--- src/rtl/img_pkg.sv ---
// Shared definitions for the zoom address path: mode encodings, default
// geometry and the mode -> {direction, shift} decode.
package img_pkg;

  localparam logic [2:0] MODE_1X   = 3'b000;
  localparam logic [2:0] MODE_2X   = 3'b001;
  localparam logic [2:0] MODE_4X   = 3'b010;
  localparam logic [2:0] MODE_DIV2 = 3'b011;
  localparam logic [2:0] MODE_DIV4 = 3'b100;

  localparam int unsigned IMG_W_DEF = 160;
  localparam int unsigned IMG_H_DEF = 120;
  localparam int unsigned SCR_W_DEF = 640;
  localparam int unsigned SCR_H_DEF = 480;

  // dir = 0: zoom in (replicate), dir = 1: zoom out (decimate)
  typedef struct packed {
    logic       dir;
    logic [1:0] s;
  } zoom_t;

  function automatic zoom_t zoom_shift(input logic [2:0] mode);
    zoom_t z;
    unique case (mode)
      MODE_2X:   z = '{dir: 1'b0, s: 2'd1};
      MODE_4X:   z = '{dir: 1'b0, s: 2'd2};
      MODE_DIV2: z = '{dir: 1'b1, s: 2'd1};
      MODE_DIV4: z = '{dir: 1'b1, s: 2'd2};
      default:   z = '{dir: 1'b0, s: 2'd0};
    endcase
    return z;
  endfunction

  // Unused encodings collapse to 1x so active_mode always shows what is applied.
  function automatic logic [2:0] mode_norm(input logic [2:0] mode);
    return (mode > MODE_DIV4) ? MODE_1X : mode;
  endfunction

endpackage

--- src/rtl/zoom_addr_gen.sv ---
// Combinational display geometry (size, centring offsets, in-image test,
// source coordinates) plus the registered memory address.
// Ports: clock/reset (sync, active-high); mode (effective mode for this pixel);
//   next_x/next_y (VGA coordinate); in_image (comb, same cycle);
//   address/mem_rd_en (registered one cycle after the coordinate).
module zoom_addr_gen
  import img_pkg::*;
#(
  parameter int unsigned IMG_W  = IMG_W_DEF,
  parameter int unsigned IMG_H  = IMG_H_DEF,
  parameter int unsigned SCR_W  = SCR_W_DEF,
  parameter int unsigned SCR_H  = SCR_H_DEF,
  parameter int unsigned ADDR_W = 17
) (
  input  logic              clock,
  input  logic              reset,
  input  logic [2:0]        mode,
  input  logic [9:0]        next_x,
  input  logic [9:0]        next_y,
  output logic              in_image,
  output logic [ADDR_W-1:0] address,
  output logic              mem_rd_en
);

  zoom_t             z;
  logic [31:0]       dw, dh, x0, y0, xs, ys, rx, ry, ix, iy;
  logic [ADDR_W-1:0] addr_d;

  always_comb begin
    z  = zoom_shift(mode);
    dw = z.dir ? (IMG_W >> z.s) : (IMG_W << z.s);
    dh = z.dir ? (IMG_H >> z.s) : (IMG_H << z.s);
    if (dw > SCR_W) dw = SCR_W;
    if (dh > SCR_H) dh = SCR_H;
    x0 = (SCR_W - dw) >> 1;
    y0 = (SCR_H - dh) >> 1;
    xs = 32'(next_x);
    ys = 32'(next_y);
    // Blanking coordinates are rejected before the window test.
    in_image = (xs < SCR_W) && (ys < SCR_H) &&
               (xs >= x0) && (xs < x0 + dw) &&
               (ys >= y0) && (ys < y0 + dh);
    rx = xs - x0;
    ry = ys - y0;
    ix = z.dir ? (rx << z.s) : (rx >> z.s);
    iy = z.dir ? (ry << z.s) : (ry >> z.s);
    addr_d = ADDR_W'(iy) * ADDR_W'(IMG_W) + ADDR_W'(ix);
  end

  always_ff @(posedge clock) begin
    if (reset) begin
      address   <= '0;
      mem_rd_en <= 1'b0;
    end else begin
      mem_rd_en <= in_image;
      if (in_image) address <= addr_d;
    end
  end

endmodule

--- src/rtl/img_zoom_engine.sv ---
// Pixel address path between the VGA controller and the image memory with
// power-of-two zoom in/out, centring and frame-aligned mode switching.
// Ports: clock, reset (sync, active-high); chaves (async mode switches);
//   next_x/next_y (coordinate, leads colour by 2+MEM_LATENCY cycles);
//   address/mem_rd_en (to memory); pixel_in (memory q); color_out (to VGA);
//   active_mode (mode applied); mode_changed (1-cycle pulse on update).
module img_zoom_engine
  import img_pkg::*;
#(
  parameter int unsigned IMG_W        = IMG_W_DEF,
  parameter int unsigned IMG_H        = IMG_H_DEF,
  parameter int unsigned SCR_W        = SCR_W_DEF,
  parameter int unsigned SCR_H        = SCR_H_DEF,
  parameter int unsigned ADDR_W       = 17,
  parameter int unsigned PIX_W        = 8,
  parameter int unsigned MEM_LATENCY  = 1,
  parameter logic [PIX_W-1:0] BORDER_COLOR = '0
) (
  input  logic              clock,
  input  logic              reset,
  input  logic [2:0]        chaves,
  input  logic [9:0]        next_x,
  input  logic [9:0]        next_y,
  output logic [ADDR_W-1:0] address,
  output logic              mem_rd_en,
  input  logic [PIX_W-1:0]  pixel_in,
  output logic [PIX_W-1:0]  color_out,
  output logic [2:0]        active_mode,
  output logic              mode_changed
);

  logic [2:0]           sync1_q, sync2_q, pending_q, active_q;
  logic [MEM_LATENCY:0] vld_q;
  logic                 frame_start, in_image;
  logic [2:0]           eff_mode;

  // The first pixel of a frame is already addressed with the new mode.
  assign frame_start = (next_x == 10'd0) && (next_y == 10'd0);
  assign eff_mode    = frame_start ? pending_q : active_q;
  assign active_mode = active_q;

  zoom_addr_gen #(
    .IMG_W  (IMG_W),
    .IMG_H  (IMG_H),
    .SCR_W  (SCR_W),
    .SCR_H  (SCR_H),
    .ADDR_W (ADDR_W)
  ) u_addr_gen (
    .clock     (clock),
    .reset     (reset),
    .mode      (eff_mode),
    .next_x    (next_x),
    .next_y    (next_y),
    .in_image  (in_image),
    .address   (address),
    .mem_rd_en (mem_rd_en)
  );

  always_ff @(posedge clock) begin
    if (reset) begin
      sync1_q      <= MODE_1X;
      sync2_q      <= MODE_1X;
      pending_q    <= MODE_1X;
      active_q     <= MODE_1X;
      mode_changed <= 1'b0;
      vld_q        <= '0;
      color_out    <= BORDER_COLOR;
    end else begin
      sync1_q      <= chaves;
      sync2_q      <= sync1_q;
      pending_q    <= mode_norm(sync2_q);
      mode_changed <= frame_start && (pending_q != active_q);
      if (frame_start) active_q <= pending_q;
      // Validity travels with the pixel through address register + memory;
      // it is not flushed on a mode change so the old frame drains cleanly.
      vld_q        <= {vld_q[MEM_LATENCY-1:0], in_image};
      color_out    <= vld_q[MEM_LATENCY] ? pixel_in : BORDER_COLOR;
    end
  end

endmodule

--- config.mk ---
export PLATFORM = sky130hd
export DESIGN_NAME = img_zoom_engine
export DESIGN_NICKNAME = d
export VERILOG_FILES = /design/src/rtl/img_pkg.sv /design/src/rtl/zoom_addr_gen.sv /design/src/rtl/img_zoom_engine.sv
export SDC_FILE = /design/constraint.sdc
export NUM_CORES = 1
export LEC_CHECK = 0
export ABC_AREA = 1
export BUFFER_PORTS_ARGS = -buffer_cell sky130_fd_sc_hd__buf_2
export CORE_MARGIN = 5
export CORE_UTILIZATION = 66
export CTS_CLUSTER_SIZE = 20
export DETAILED_ROUTE_END_ITERATION = 6
export PLACE_DENSITY = 0.85
export RECOVER_POWER = 50
export SLEW_MARGIN = 10
export SYNTH_ARGS = -nofsm -noshare
export SYNTH_HDL_FRONTEND = slang
export SYNTH_SLANG_ARGS = --single-unit
--- constraint.sdc ---
create_clock -name clock -period 18.8 [get_ports clock]
set_input_delay 3.76 -clock clock [delete_from_list [all_inputs] [get_ports clock]]
set_output_delay 3.76 -clock clock [all_outputs]
set_load 0.03 [all_outputs]
==> run summary <==
Register share of total power - 24.2%
First-pass GRT wire length - 26100 um
Vias - 6262
Vias per std cell - 5.852
Total routed wirelength - 16250 um
CTS Hold Bufs - 0
Vert. Die Dim - 102.7 um
Skew-Pair Late Insertion Delay - 290 ps
Cell Pwr Density - 58.37 nW/um^2
Worst path slowest cell - inv_2
Row count - 33
Pin count of the biggest net entering global routing - 43
Worst Path Required - 18990 ps
Non-Filler Instances - 1070
Power share of the clock group - 19.4%
Net Sw Power - 0.0001531 W
Nets - 1083
Setup WS pre-CTS - 7895 ps
Number of distinct library cells after synthesis - 52
Yosys warning total - 0
Seq/Total Area, Yosys - 14.11%
CP startpoint kind - primary input
Slew Limit Headroom - 52.60%
Nature of the critical path endpoint - flop
P_int - 0.0002033 W
Clock transition at path regs - 70 ps
Setup ws final - 7979 ps
RePlAce Congestion - 1.028
CTS Buf Count - 5
Total gr overflow - 0
Max-Cap Viols - 0
Vias in the first global route - 5714
CTS Sinks - 40
Pre-Repair DR Iteration Count - 5
Crit path kind - primary input to flop
Commonest register cell after synthesis - dfxtp_1
EDFF count, synth - 0
Mean post-synth cell area - 6.257 sq um
PostCTS Resize Cnt - 0
Dpl cells - 1062
Setup_tns - 0 ps
DIE WIDTH - 102.7 um
Fin Hold WS - 415.0 ps
Final hold vios - 0
Clock root buffer - clkbuf_8
Max Clk Rate - 92.41 MHz
CP max stage delay - 580 ps
Synth top area cells - ha_1 (18%), nand2_1 (16%), dfxtp_1 (14%)
Drt wl/cell - 15.19 um
PortBufs - 62
Worst Clk Skew - 6.891 ps
Max-slew violations - 0
Area leader, netlist - ha_1
CP dominant cell by count - nand2_1
Post-synth top area share - 18.30%
Final core utilization - 73.57%
LEAKAGE - 3.244 nW
Clock tree from TritonCTS - yes
Min Tclk post-route - 10820 ps
Synth Instances - 907
Comb pwr share - 56.4%
HP Class - flop to flop
Post-route ant nets - 0
FF+latch count, synth - 40
Post-CTS setup repair buffer count - 0
Slew @ Worst Pin - 708.4 ps
Worst vdd ir - 59.09 uV
CP arrival - 11010 ps
Clock Tree Buf Depth - 2
Num ports - 63
GRT Overall Usage - 30.72%
Share of cells above drive strength 1 - 7.254%
Tcrit/Tclk final - 57.56%
H-tree Lvls - 2
Iter 0 DRT Violations - 512
Placeable Area - 8299 sq um
N_diodes - 0
Final setup fails - 0
Critical path peak fanout - 42
Die area - 10550 sq um
Drt drc - 0
RSZ-0062 raised after global routing - false
Starting Density - 68.39%
Post-DP HPWL - 13290 um
Post-synthesis async set-or-reset flop share - 0%
Status - finished, final reports clean
Antenna violations before repair - 0
Switching Share - 42.95%
Syn Std Cell Area - 5675 sq um
Area Overhead vs Synth - 7.584%
-- layer usage --
layer  routed length (um)  part of all wire [%]  global-route usage [%]
met1                 6551                    40                   38.45
met2                 7822                    48                   53.57
met3                 1260                   7.8                   3.992
met4                  616                   3.8                   11.85
met5                    0                     0                       0
-- per-stage QoR --
stage / instance area, sq um / total power [W]
2_1_floorplan: 5728 / 0.0002379
3_3_place_gp: 6031 / 0.0002783
3_5_place_dp: 6031 / 0.0002861
4_1_cts: 6138 / 0.0003553
5_1_grt: 6106 / 0.0003862
6_report: 6106 / 0.0003564
-- flip-flops by register name (all words and copies together), names as in the netlist --
register,count
vld_q,2
u_addr_gen.address,17
color_out,8
mode_changed,1
sync2_q,3
sync1_q,3
active_mode,3
pending_q,3
-- final timing paths --
check / startpoint / to / slack (ps) / cells after the start
setup / recovery: next_x[0] / u_addr_gen.address[16] / 7980 / 43
hold / removal: sync1_q[1] / sync2_q[1] / 410 / 2
setup reg to reg: pending_q[2] / u_addr_gen.address[16] / 11840 / 36
hold reg to reg: sync1_q[1] / sync2_q[1] / 410 / 2
-- power groups by stage --
stage | sequential, W | combinational (W) | clock [W]
6_report | 0.0000862 | 0.000201 | 0.0000693
5_1_grt | 0.0000863 | 0.000226 | 0.0000740
4_1_cts | 0.0000862 | 0.000199 | 0.0000698
3_5_place_dp | 0.0000882 | 0.000198 | 0
3_3_place_gp | 0.0000881 | 0.000190 | 0
2_1_floorplan | 0.0000886 | 0.000149 | 0
-- critical path, delay by kind of cell --
family | cells | cell delay [ps]
XOR/XNOR | 1 | 140
AO/OA/AOI/OAI | 9 | 1600
adder cells (fa/ha/maj) | 4 | 1380
AND/OR/NAND/NOR | 23 | 3170
buffers and inverters | 6 | 910
-- placed cells by master, fill, tap and decap left out, types with 16 or more instances in the layout --
| cell | count |
|---|---|
| nor2_1 | 86 |
| xor2_1 | 20 |
| inv_1 | 113 |
| conb_1 | 16 |
| a21oi_1 | 69 |
| clkbuf_1 | 27 |
| buf_2 | 36 |
| nand2_1 | 238 |
| o21ai_0 | 55 |
| nand3_1 | 52 |
| ha_1 | 83 |
| dfxtp_1 | 40 |
-- synth_stat cells, types with 2 or more instances --
cell type  number
a211oi_1        3
a21o_1          3
a21oi_1        69
a31oi_1        10
a32o_1          4
buf_1           4
buf_2          15
buf_6           3
clkbuf_1        4
conb_1          2
dfxtp_1        40
fa_1            3
ha_1           83
inv_1         113
inv_2           4
nand2_1       238
nand2_2         7
nand2_4         2
nand3_1        52
nand3_4         4
nand3b_1        5
nand4_1        12
nor2_1         86
nor2_8          2
nor3_1          6
o211ai_1        2
o21a_1          2
o21ai_0        55
o21ai_1        11
o21bai_1        5
o22ai_1         4
o31ai_1         3
or2_2           2
or2_4           2
xnor2_1        11
xor2_1         20
-- cell type report --
type	instances	area (sq um)
multi-input cells	736	4338
fillers	713	2193
flip-flops and latches	40	800.8
inverters	118	442.9
repair buffers	63	285.3
well taps	105	131.4
clock buffers	6	72.57
clock inverters	2	35.03
-- kinds of logic after synthesis --
group / Yosys count / share of synthesized area, %
fa+ha+maj: 86 / 19.36
xor+xnor: 31 / 4.784
simple gates: 421 / 32.58
compound gates: 182 / 18.65
flops: 40 / 14.11
other cells: 2 / 0.1323
buf+inv: 145 / 10.38
(Power assumes the default switching activity.)
